===== config.mk =====
export PLATFORM = sky130hd
export DESIGN_NAME = rgb_frame_packer
export DESIGN_NICKNAME = d
export VERILOG_FILES = /design/src/rtl/rgb_frame_packer.sv
export SDC_FILE = /design/constraint.sdc
export NUM_CORES = 1
export LEC_CHECK = 0
export ABC_AREA = 1
export CELL_PAD_IN_SITES_DETAIL_PLACEMENT = 0
export CELL_PAD_IN_SITES_GLOBAL_PLACEMENT = 2
export CORE_AREA = 4 4 100 173
export CTS_BUF_LIST = sky130_fd_sc_hd__clkbuf_8
export DETAILED_ROUTE_END_ITERATION = 6
export DIE_AREA = 0 0 104 177
export PLACE_DENSITY = 0.91
export SLEW_MARGIN = 30
export SYNTH_ARGS = -nofsm -noshare
export SYNTH_HDL_FRONTEND = slang
export SYNTH_SLANG_ARGS = --single-unit

===== constraint.sdc =====
create_clock -name clk -period 4.09 [get_ports clk]
set_input_delay 0.818 -clock clk [delete_from_list [all_inputs] [get_ports clk]]
set_output_delay 0.818 -clock clk [all_outputs]
set_load 0.02 [all_outputs]

===== src/rtl/rgb_frame_packer.sv =====
`timescale 1ns/1ps
// rgb_frame_packer
//   Takes a raster-order pixel stream (row 0 first, left to right) over a
//   valid/ready handshake. Each pixel is written as three interleaved bytes
//   (R, G, B) into a byte-wide frame buffer. Rows are stored bottom-up, so the
//   buffer matches the hex image file layout and can be dumped directly.
//
//   Handshake: a pixel transfers on a rising edge where in_valid and in_ready
//   are both high. in_ready is high only while waiting for a pixel. The
//   producer may hold in_valid high indefinitely, and pixel data has no effect
//   on cycles without a transfer.
//
// Ports
//   clk, rst          rising-edge clock, asynchronous active-high reset
//   start             one-cycle frame request, honoured only when idle
//   in_valid/in_ready pixel handshake
//   in_r/in_g/in_b    pixel components
//   mem_we/mem_addr/mem_wdata  registered byte write port
//   busy              high in every state except IDLE
//   frame_done        one-cycle pulse after the last byte of a frame
module rgb_frame_packer #(
  parameter int HEIGHT = 256,
  parameter int WIDTH  = 256,
  parameter int ADDR_W = 18
) (
  input  logic              clk,
  input  logic              rst,
  input  logic              start,
  input  logic              in_valid,
  output logic              in_ready,
  input  logic [7:0]        in_r,
  input  logic [7:0]        in_g,
  input  logic [7:0]        in_b,
  output logic              mem_we,
  output logic [ADDR_W-1:0] mem_addr,
  output logic [7:0]        mem_wdata,
  output logic              busy,
  output logic              frame_done
);

  typedef enum logic [2:0] {
    S_IDLE,
    S_WAIT,
    S_WR_R,
    S_WR_G,
    S_WR_B,
    S_DONE
  } state_t;

  // Counter widths stay at least one bit so WIDTH=1 / HEIGHT=1 elaborate.
  localparam int COL_W = (WIDTH  > 1) ? $clog2(WIDTH)  : 1;
  localparam int ROW_W = (HEIGHT > 1) ? $clog2(HEIGHT) : 1;

  localparam logic [COL_W-1:0]  COL_LAST = COL_W'(WIDTH - 1);
  localparam logic [ROW_W-1:0]  ROW_LAST = ROW_W'(HEIGHT - 1);
  // Both constants are folded at elaboration; the datapath only adds/subtracts.
  localparam logic [ADDR_W-1:0] ROW_STEP = ADDR_W'(WIDTH * 3);
  localparam logic [ADDR_W-1:0] TOP_BASE = ADDR_W'(WIDTH * 3 * (HEIGHT - 1));

  state_t            state_q, state_d;
  logic [COL_W-1:0]  col_q, col_d;
  logic [ROW_W-1:0]  row_q, row_d;
  logic [ADDR_W-1:0] row_base_q, row_base_d;   // WIDTH*3*(HEIGHT-1-row)
  logic [ADDR_W-1:0] col_off_q, col_off_d;     // 3*col
  logic [7:0]        g_q, g_d;
  logic [7:0]        b_q, b_d;
  logic              mem_we_q, mem_we_d;
  logic [ADDR_W-1:0] mem_addr_q, mem_addr_d;
  logic [7:0]        mem_wdata_q, mem_wdata_d;
  logic              busy_q, busy_d;
  logic              frame_done_q, frame_done_d;

  // Registered outputs are computed on entry to a state, so the write values
  // for WR_R/WR_G/WR_B are visible during the cycle that state is occupied.
  always_comb begin
    state_d      = state_q;
    col_d        = col_q;
    row_d        = row_q;
    row_base_d   = row_base_q;
    col_off_d    = col_off_q;
    g_d          = g_q;
    b_d          = b_q;
    mem_we_d     = 1'b0;
    mem_addr_d   = mem_addr_q;
    mem_wdata_d  = mem_wdata_q;
    busy_d       = busy_q;
    frame_done_d = 1'b0;

    case (state_q)
      S_IDLE: begin
        busy_d = 1'b0;
        if (start) begin
          state_d    = S_WAIT;
          busy_d     = 1'b1;
          col_d      = '0;
          row_d      = '0;
          row_base_d = TOP_BASE;
          col_off_d  = '0;
        end
      end

      S_WAIT: begin
        if (in_valid) begin
          // Red goes straight into the write-data register; green and blue
          // are held for the following two cycles.
          state_d     = S_WR_R;
          mem_we_d    = 1'b1;
          mem_addr_d  = row_base_q + col_off_q;
          mem_wdata_d = in_r;
          g_d         = in_g;
          b_d         = in_b;
        end
      end

      S_WR_R: begin
        state_d     = S_WR_G;
        mem_we_d    = 1'b1;
        mem_addr_d  = mem_addr_q + ADDR_W'(1);
        mem_wdata_d = g_q;
      end

      S_WR_G: begin
        state_d     = S_WR_B;
        mem_we_d    = 1'b1;
        mem_addr_d  = mem_addr_q + ADDR_W'(1);
        mem_wdata_d = b_q;
      end

      S_WR_B: begin
        if (col_q == COL_LAST && row_q == ROW_LAST) begin
          state_d      = S_DONE;
          frame_done_d = 1'b1;
        end else begin
          state_d = S_WAIT;
          if (col_q == COL_LAST) begin
            col_d      = '0;
            col_off_d  = '0;
            row_d      = row_q + ROW_W'(1);
            row_base_d = row_base_q - ROW_STEP;
          end else begin
            col_d     = col_q + COL_W'(1);
            col_off_d = col_off_q + ADDR_W'(3);
          end
        end
      end

      S_DONE: begin
        state_d = S_IDLE;
        busy_d  = 1'b0;
      end

      default: begin
        state_d = S_IDLE;
        busy_d  = 1'b0;
      end
    endcase
  end

  always_ff @(posedge clk or posedge rst) begin
    if (rst) begin
      state_q      <= S_IDLE;
      col_q        <= '0;
      row_q        <= '0;
      row_base_q   <= '0;
      col_off_q    <= '0;
      g_q          <= '0;
      b_q          <= '0;
      mem_we_q     <= 1'b0;
      mem_addr_q   <= '0;
      mem_wdata_q  <= '0;
      busy_q       <= 1'b0;
      frame_done_q <= 1'b0;
    end else begin
      state_q      <= state_d;
      col_q        <= col_d;
      row_q        <= row_d;
      row_base_q   <= row_base_d;
      col_off_q    <= col_off_d;
      g_q          <= g_d;
      b_q          <= b_d;
      mem_we_q     <= mem_we_d;
      mem_addr_q   <= mem_addr_d;
      mem_wdata_q  <= mem_wdata_d;
      busy_q       <= busy_d;
      frame_done_q <= frame_done_d;
    end
  end

  assign in_ready   = (state_q == S_WAIT);
  assign mem_we     = mem_we_q;
  assign mem_addr   = mem_addr_q;
  assign mem_wdata  = mem_wdata_q;
  assign busy       = busy_q;
  assign frame_done = frame_done_q;

endmodule


==> results by group, run 1 <==
Floorplan
  • Total I/O pin count: 58
  • Initial Utilization: 0.335
  • Die area: 18,400 um^2
  • Width of the die: 104 um
  • # rows: 61
  • Die height: 177 um
  • Core Footprint: 15,900 um^2

Pwr
  • Power per standard cell area: 651 nW/um^2
  • Leakage: 0.00282 uW
  • Worst vdd ir: 0.223 mV
  • Overall Power: 4080 uW

Synthesis
  • Commonest cells in the netlist: nand2_1, dfrtp_1, inv_1
  • Post-synth top area share: 0.433
  • Yosys cell types: 41
  • Synth area leaders: dfrtp_1, nand2_1, inv_1, o21ai_0, nor2_1
  • Most numerous cell in the Yosys netlist: nand2_1
  • Post-Syn Instances: 709
  • Syn Area/Cell: 7.49 um^2
  • Synthesized area: 5310 um^2
  • Async S/R FF share, synth: 1.00
  • Synth area leader: dfrtp_1
  • Yosys warning total: 0
  • Seq/Total Area, Yosys: 0.433
  • Ys flop type: dfrtp_1
  • Mapped Nets: 751
  • Seq cells post-synth: 92
  • EDFF count, synth: 0

Timing
  • Finish-stage setup viols: 0
  • Fmax: 368 MHz
  • Clock Skew: 0.0136 ns
  • Final TNS setup: 0 ns
  • Max Slew Vio Count: 0
  • Max_slew headroom: 0.511
  • Final Hold Fails: 0
  • Fin crit share: 0.665
  • Min Tclk post-route: 2.72 ns
  • Slew @ Worst Pin: 0.733 ns
  • Final setup margin: 1.37 ns
  • Setup repair after global routing missed its margin: false

Detailed routing
  • Vias per Instance: 5.15
  • Drt total wl: 14,800 um
  • WL per Instance: 15.5 um
  • Antenna viol nets, final: 0
  • Residual DRC: 0
  • DR pass1 iterations: 5
  • Via count: 4,912
  • First DRT Iteration DRCs: 167

Worst setup path
  • Setup CP Type: reg2out
  • Slowest stage delay, CP: 0.62 ns
  • FF-to-FF End: mem_addr[11]
  • Slowest stage cell, crit path: clkdlybuf4s50_1
  • Crit path max-delay family: buffers and inverters
  • Critical Path Source Type: register
  • Crit end category: output pin
  • Critical path data arrival time: 1.90 ns
  • Worst Path Required: 3.27 ns
  • FF-to-FF path depth: 8
  • Critical path, cell by cell: nor2_1 -> nand2_1 -> inv_1 -> clkdlybuf4s50_1
  • Reg-to-reg startpoint: state_q[1]
  • CP bufs+invs: 2
  • Maximum fanout along the worst path: 4
  • R2R setup slack: 1.60 ns

GRT
  • Vias in the first global route: 4,984
  • GRT Overall Usage: 0.163
  • Initial antenna violation count: 0
  • Total gr overflow: 0
  • Largest net degree at the start of global routing: 93
  • Global-route wire length before repair: 24,400 um

Cells and area
  • Antenna diodes: 0
  • Post-route insts no fill: 954
  • Final instance area: 6260 um^2
  • Synth-to-layout area growth: 17.9%
  • Nets: 802
  • FILL cells: 1,655
  • Share of cells above drive strength 1: 0.0497

CTS
  • Clk buf depth: 2
  • Sink Count: 92
  • CTS resizes: 0
  • Number of setup buffers added after CTS: 0
  • CTS Buf Count: 9
  • Clk root buf: clkbuf_8
  • CTS tree: done
  • Clock transition at path regs: 0.11 ns
  • Clock Latency Late Sink: 0.38 ns
  • H-Tree Depth: 3
  • # hold bufs at CTS: 0

Worst hold path
  • Hold WC Path Type: reg2reg
  • Hold_sp: mem_wdata[6]
  • Hold depth: 2
  • Worst Hold Endpoint: mem_wdata[6]

Place
  • Count of input and output buffers: 57
  • Worst slack at placement: 1.29 ns
  • Final GP Congestion: 0.855
  • Placed Cells: 938
  • Placed cell area: 6060 um^2
  • HPWL Detailed: 11,000 um

Flow run
  • Total of max-cap violations: 0

Run status
  • Status: completed
==> area by class of cell <==
| type | instances | area (um^2) | share of cell area |
|---|---|---|---|
| Clock buffer | 9 | 124 | 0.0198 |
| Timing Repair Buffer | 59 | 598 | 0.0955 |
| Inverter | 83 | 315 | 0.0503 |
| Clock inverter | 7 | 83.8 | 0.0134 |
| Multi-Input combinational cell | 515 | 2610 | 0.416 |
| Tap cell | 189 | 236 | 0.0377 |
| Sequential cell | 92 | 2300 | 0.367 |
==> per-layer routing <==
layer,share of wire,wire length [um],vias up,track usage
li1,-,-,2451,-
met1,0.39,5700,2331,0.171
met2,0.56,8320,105,0.325
met3,0.029,424,25,0.0201
met4,0.021,309,0,0.0660
met5,0,0,-,0
==> report_power, final <==
group	internal [uW]	total [uW]	leakage [uW]	switching (uW)
Combinational	682	1910	0.00155	1230
Sequential	1210	1500	0.00116	286
Clock	295	669	0.000108	375
==> worst reg2reg max path: stages, from the launching register on <==
cell and delay (ns):
dfrtp_1 0.42, inv_2 0.08, nor2_1 0.05, inv_1 0.54
nand2_1 0.46, inv_1 0.54, a21oi_1 0.07, o21ai_0 0.17
inv_1 0.05
==> how the worst max path moves through the flow <==
stage	startpoint	depth (start not counted)	slack [ns]	endpoint
after floorplan	rst	1	0.88	b_q[0]
after global placement	in_valid	6	1.32	mem_addr[6]
after detailed placement	start	7	1.29	row_q[0]
after CTS	state_q[2]	4	1.35	in_ready
after global routing	state_q[2]	4	1.24	in_ready
final	state_q[2]	4	1.37	in_ready
==> registers in the layout, indices dropped and copies added (netlist names) <==
signal	cells
b_q	8
frame_done	1
col_q	8
state_q	3
row_q	8
busy	1
mem_addr	18
mem_we	1
row_base_q	10
mem_wdata	8
g_q	8
col_off_q	18
==> layout by cell type, fill, tap and decap left out, types with 3 or more instances in the layout <==
cell type,Yosys,routed
xnor2_1,3,3
clkdlybuf4s50_1,0,57
xor2_1,9,9
o21ai_0,53,53
nor2_1,69,69
nor3_2,3,3
o21a_1,3,3
ha_1,14,14
dfrtp_1,92,92
nor3b_1,3,3
nand2_1,189,189
a21oi_1,34,34
nand3b_1,6,6
inv_1,77,76
o21ai_1,3,3
inv_2,4,4
nand3_1,46,46
clkbuf_8,0,9
a31oi_1,6,6
o22ai_1,14,14
nor3_1,11,11
o31ai_1,8,8
nand4_1,23,23
==> cells by family after synthesis <==
group,Yosys count,synth area share
AND/OR/NAND/NOR,359,0.300
AO/OA/AOI/OAI,130,0.137
buffers and inverters,102,0.0765
flip-flops,92,0.433
adder cells (fa/ha/maj),14,0.0330
XOR/XNOR,12,0.0198
==> metrics by stage <==
| step | utilization | hold slack, ns |
|---|---|---|
| detailed placement | 0.382 | 0.469 |
| global placement | 0.382 | 0.467 |
| finish | 0.395 | 0.490 |
| floorplan | - | 0.450 |
| CTS | 0.395 | 0.495 |
| global route | 0.395 | 0.511 |
No activity file was read; power rests on OpenSTA's default activity.
==> inputs of run 2 (changes only) <==
clock period = 2.6 ns   (was 4.09 ns; I/O delays follow)
==> run 2 against run 1 <==
Against the previous run:
- final area rose by 1.1%
- die area did not move
- power rose by 61%
- non-clock buffer count rose by 5
- final cell count is 0.52% higher
- worst setup slack worse by 1.1 ns
==> results by group, run 2 (synthesized netlist as in run 1, its figures left out) <==
Floorplan
  • Initial Utilization: 0.335 (unchanged)
  • Die height: 177 um (unchanged)
  • Total I/O pin count: 58 (unchanged)
  • Core Footprint: 15,900 um^2 (unchanged)
  • # rows: 61 (unchanged)
  • Width of the die: 104 um (unchanged)
  • Die area: 18,400 um^2 (unchanged)

Detailed routing
  • Drt total wl: 14,600 um (-1.4%)
  • First DRT Iteration DRCs: 372 (+120%)
  • Vias per Instance: 5.15 (about the same)
  • Residual DRC: 0 (unchanged)
  • DR pass1 iterations: 5 (unchanged)
  • Via count: 4,942 (+0.61%)
  • WL per Instance: 15.2 um (-1.9%)
  • Antenna viol nets, final: 0 (unchanged)

Worst setup path
  • Critical Path Source Type: register
  • Crit end category: output pin
  • Maximum fanout along the worst path: 4 (unchanged)
  • Setup CP Type: reg2out
  • Critical path data arrival time: 1.86 ns (-0.04 ns)
  • Worst Path Required: 2.08 ns (-1.19 ns)
  • Critical path startpoint: state_q[2]
  • Reg-to-reg startpoint: mem_addr[0]

Cells and area
  • Nets: 807 (+0.62%)
  • Share of cells above drive strength 1: 0.0545 (+0.00487)
  • Antenna diodes: 0 (unchanged)
  • Highest-count cells in the layout ignoring fill and taps: nand2_1, dfrtp_1, inv_1
  • Post-route insts no fill: 959 (+0.52%)
  • Synth-to-layout area growth: 19.2%
  • Commonest non-fill, non-tap cell in the layout: nand2_1
  • FILL cells: 1,661 (+0.36%)

CTS
  • CTS Buf Count: 9 (unchanged)
  • Sink Count: 92 (unchanged)
  • Clk buf depth: 2 (unchanged)
  • CTS tree: done
  • CTS resizes: 0 (unchanged)
  • Clock Latency Late Sink: 0.37 ns (about the same)
  • H-Tree Depth: 3 (unchanged)
  • # hold bufs at CTS: 0 (unchanged)
  • Clk root buf: clkbuf_8
  • Number of setup buffers added after CTS: 0 (unchanged)
  • Clock transition at path regs: 0.11 ns (about the same)

Timing
  • Finish-stage setup viols: 0 (unchanged)
  • Final TNS setup: 0 ns (unchanged)
  • Max Slew Vio Count: 0 (unchanged)
  • Fmax: 421 MHz
  • Setup repair after global routing missed its margin: false
  • Clock Skew: 0.0166 ns (+0.00296 ns)
  • Slew @ Worst Pin: 0.565 ns (-0.167 ns)
  • Fin crit share: 0.914
  • Max_slew headroom: 0.623 (+0.112)
  • Min Tclk post-route: 2.38 ns
  • Final Hold Fails: 0 (unchanged)

GRT
  • Total gr overflow: 0 (unchanged)
  • GRT Overall Usage: 0.159 (-0.00450)
  • Vias in the first global route: 4,930 (-1.1%)
  • Global-route wire length before repair: 23,800 um (-2.5%)
  • Initial antenna violation count: 0 (unchanged)
  • Largest net degree at the start of global routing: 93 (unchanged)

Run status
  • Status: completed

Place
  • Final GP Congestion: 0.823 (-3.8%)
  • HPWL Detailed: 10,900 um (-1.5%)
  • Placed Cells: 943 (+0.53%)
  • Count of input and output buffers: 57 (unchanged)

Flow run
  • Total of max-cap violations: 0 (unchanged)

Pwr
  • Worst vdd ir: 0.388 mV (+74%)
  • Power per standard cell area: 1030 nW/um^2 (+59%)
  • Leakage: 0.00285 uW (+1.1%)

Worst hold path
  • Hold_sp: mem_wdata[1]
  • Hold WC Path Type: reg2reg
## run 2: changes by cell type in the layout (fill, tap and decap cells not counted), sizes merged
| cell | before | now |
|---|---|---|
| bufinv | 1 | 2 |
| buf | 2 | 7 |
| clkinv | 5 | 3 |
| clkinvlp | 0 | 1 |
## run 2: metrics by stage
step                instance area (um^2)  hold slack, ns  power [uW]  setup WS [ns]  utilization
floorplan                           5320           0.450        4360          0.879            -
global placement                    6110           0.468        5440          0.493        0.385
CTS                                 6330           0.495        6630          0.184        0.399
global route                        6330           0.510        7080          0.113        0.399
detailed placement                  6110           0.471        5500          0.464        0.385
finish                              6330           0.490        6550          0.223        0.399
## run 2: critical path, cell delays in order, from the launching register on
cell	delay, ns
dfrtp_1	0.43
nor2_1	0.23
nand2_1	0.12
inv_1	0.11
clkdlybuf4s50_1	0.61
## run 2: worst paths after layout
path / endpoint / depth (start not counted) / slack (ns)
max in group asynchronous: row_base_q[17] / 3 / 1.54
worst min register to register: mem_wdata[1] / 2 / 0.49
worst min-delay path: mem_wdata[1] / 2 / 0.49
worst max-delay path: in_ready / 4 / 0.22
worst max register to register: mem_addr[10] / 10 / 0.62
min in group asynchronous: mem_addr[7] / 3 / 0.60
## run 2: layout make-up
type,instances,area (um^2),area share
sequential,92,2300,0.364
tap,189,236,0.0373
inverter,83,318,0.0502
clock buffer,9,124,0.0196
multi-input combinational,515,2610,0.411
timing repair buffer,64,648,0.102
clock inverter,7,98.8,0.0156
## run 2: per-layer routing
layer | vias to the layer above | global-route usage | wire [um]
met5 | - | 0 | 0
met4 | 0 | 0.0605 | 343
met3 | 24 | 0.0204 | 456
met2 | 118 | 0.316 | 8120
met1 | 2332 | 0.167 | 5630
li1 | 2468 | - | -
## run 2: power breakdown
group          total, uW  switching [uW]  internal (uW)
logic               3100            1950           1140
registers           2350             438           1910
clock network       1110             558            550
==> inputs of run 3 (changes only) <==
GPL_ROUTABILITY_DRIVEN = 0   (was default)
MAX_ROUTING_LAYER = met4   (was default)
==> run 3 against run 2 <==
Against the previous run:
- register-to-register slack better by 0.03 ns
- die area is the same
- first-iteration DRC count fell by 0.54%
- count of clock-buffer cells in the layout unchanged
- hold slack got worse by 0.0013 ns
- final area unchanged
- worst setup slack got worse by 0.0089 ns
- clock power barely moved
- maximum frequency down 0.37%
- non-clock buffer count unchanged
- final cell count is the same
- critical path depth is the same
- critical path type unchanged
==> results by group, run 3 (synthesized netlist as in run 1, its figures left out) <==
CTS
  • Clk buf depth: 2 (unchanged)
  • Sink Count: 92 (unchanged)
  • CTS tree: done
  • Number of setup buffers added after CTS: 0 (unchanged)
  • Clock Latency Late Sink: 0.37 ns (about the same)
  • CTS resizes: 0 (unchanged)
  • # hold bufs at CTS: 0 (unchanged)
  • CTS Buf Count: 9 (unchanged)
  • H-Tree Depth: 3 (unchanged)
  • Clk root buf: clkbuf_8
  • Clock transition at path regs: 0.11 ns (about the same)

Detailed routing
  • Via count: 4,959 (+0.34%)
  • WL per Instance: 15.1 um (-0.66%)
  • Antenna viol nets, final: 0 (unchanged)
  • First DRT Iteration DRCs: 370 (-0.54%)
  • Drt total wl: 14,500 um (-0.66%)
  • Vias per Instance: 5.17 (+0.34%)
  • Residual DRC: 0 (unchanged)
  • DR pass1 iterations: 6 (+1)

Floorplan
  • Core Footprint: 15,900 um^2 (unchanged)
  • Die area: 18,400 um^2 (unchanged)
  • Die height: 177 um (unchanged)
  • Total I/O pin count: 58 (unchanged)
  • # rows: 61 (unchanged)
  • Initial Utilization: 0.335 (unchanged)
  • Width of the die: 104 um (unchanged)

Timing
  • Clock Skew: 0.0194 ns (+0.00280 ns)
  • Slew @ Worst Pin: 0.563 ns (-0.00274 ns)
  • Final Hold Fails: 0 (unchanged)
  • Fin crit share: 0.918 (+0.00343)
  • Min Tclk post-route: 2.39 ns (+0.00891 ns)
  • Max_slew headroom: 0.625 (+0.00224)
  • Setup repair after global routing missed its margin: false
  • Finish-stage setup viols: 0 (unchanged)
  • Fmax: 419 MHz (-0.37%)
  • Final setup margin: 0.214 ns (-0.00891 ns)
  • Max Slew Vio Count: 0 (unchanged)
  • Final TNS setup: 0 ns (unchanged)

GRT
  • Initial antenna violation count: 0 (unchanged)
  • Vias in the first global route: 4,913 (-0.34%)
  • Global-route wire length before repair: 23,800 um (-0.11%)
  • GRT Overall Usage: 0.163 (+0.00445)
  • Total gr overflow: 0 (unchanged)
  • Largest net degree at the start of global routing: 93 (unchanged)

Place
  • Placed Cells: 943 (unchanged)
  • Worst slack at placement: 0.464 ns (unchanged)
  • HPWL Detailed: 10,900 um (unchanged)
  • Count of input and output buffers: 57 (unchanged)

Worst setup path
  • Slowest stage cell, crit path: clkdlybuf4s50_1
  • Worst Path Required: 2.08 ns (about the same)
  • Setup CP Type: reg2out
  • Slowest stage delay, CP: 0.61 ns (about the same)
  • Critical path, cell by cell: nor2_1 -> nand2_1 -> inv_1 -> clkdlybuf4s50_1
  • Crit path max-delay family: buffers and inverters
  • CP bufs+invs: 2 (unchanged)
  • Critical path data arrival time: 1.87 ns (about the same)
  • Critical Path Source Type: register
  • Crit end category: output pin
  • Maximum fanout along the worst path: 4 (unchanged)

Cells and area
  • Synth-to-layout area growth: 19.2% (unchanged)
  • Commonest non-fill, non-tap cell in the layout: nand2_1
  • FILL cells: 1,661 (unchanged)
  • Post-route insts no fill: 959 (unchanged)
  • Nets: 807 (unchanged)
  • Share of cells above drive strength 1: 0.0545 (unchanged)
  • Antenna diodes: 0 (unchanged)
  • Highest-count cells in the layout ignoring fill and taps: nand2_1, dfrtp_1, inv_1
  • Post-layout util: 0.399 (unchanged)

Flow run
  • Total of max-cap violations: 0 (unchanged)

Pwr
  • Power per standard cell area: 1030 nW/um^2 (about the same)
  • Leakage: 0.00285 uW (unchanged)
  • Worst vdd ir: 0.388 mV (-0.11%)
  • Overall Power: 6550 uW (about the same)

Worst hold path
  • Hold WC Path Type: reg2reg

Run status
  • Status: completed
-- run 3: cell counts in the layout (fill, tap and decap cells not counted) --
No cell type changed its count.
-- run 3: power breakdown --
part / switching, uW / leakage, uW / total, uW / internal (uW)
registers: 439 / 0.00116 / 2350 / 1910
clock network: 554 / 0.000116 / 1100 / 549
logic: 1950 / 0.00157 / 3100 / 1140
-- run 3: worst reg2reg max path: stages, from the launching register on --
cell,delay [ns]
dfrtp_1,0.48
ha_1,0.22
nand2_1,0.09
nor2_1,0.15
nand2_1,0.14
nor3_1,0.35
nand2_1,0.14
o22ai_1,0.14
nand2_1,0.07
nand2_1,0.05
inv_1,0.03
-- run 3: final cells by class --
| type | instances | area, um^2 | area share |
|---|---|---|---|
| inverter | 83 | 318 | 0.0502 |
| multi-input combinational | 515 | 2610 | 0.411 |
| tap | 189 | 236 | 0.0373 |
| timing repair buffer | 64 | 648 | 0.102 |
| clock inverter | 7 | 98.8 | 0.0156 |
| clock buffer | 9 | 124 | 0.0196 |
| sequential | 92 | 2300 | 0.364 |
-- run 3: path summary, 6_finish.rpt --
kind,startpoint,endpoint,slack (ns),depth (start not counted)
min in group asynchronous,rst,mem_addr[7],0.61,3
setup / recovery,state_q[2],in_ready,0.21,4
hold reg to reg,mem_wdata[1],mem_wdata[1],0.49,2
hold / removal,mem_wdata[1],mem_wdata[1],0.49,2
setup reg to reg,mem_addr[0],mem_addr[10],0.65,10
max in group asynchronous,rst,row_q[6],1.54,3
-- run 3: stage by stage --
| step | area, um^2 | hold WS (ns) |
|---|---|---|
| floorplan | 5320 | 0.450 |
| global placement | 6110 | 0.468 |
| detailed placement | 6110 | 0.471 |
| CTS | 6330 | 0.495 |
| global route | 6330 | 0.510 |
| finish | 6330 | 0.489 |
-- run 3: per-layer routing --
layer	part of all wire	wire (um)	GRT usage
met1	0.39	5570	0.166
met2	0.56	8070	0.317
met3	0.032	463	0.0204
met4	0.024	354	0.0605
met5	0	0	-
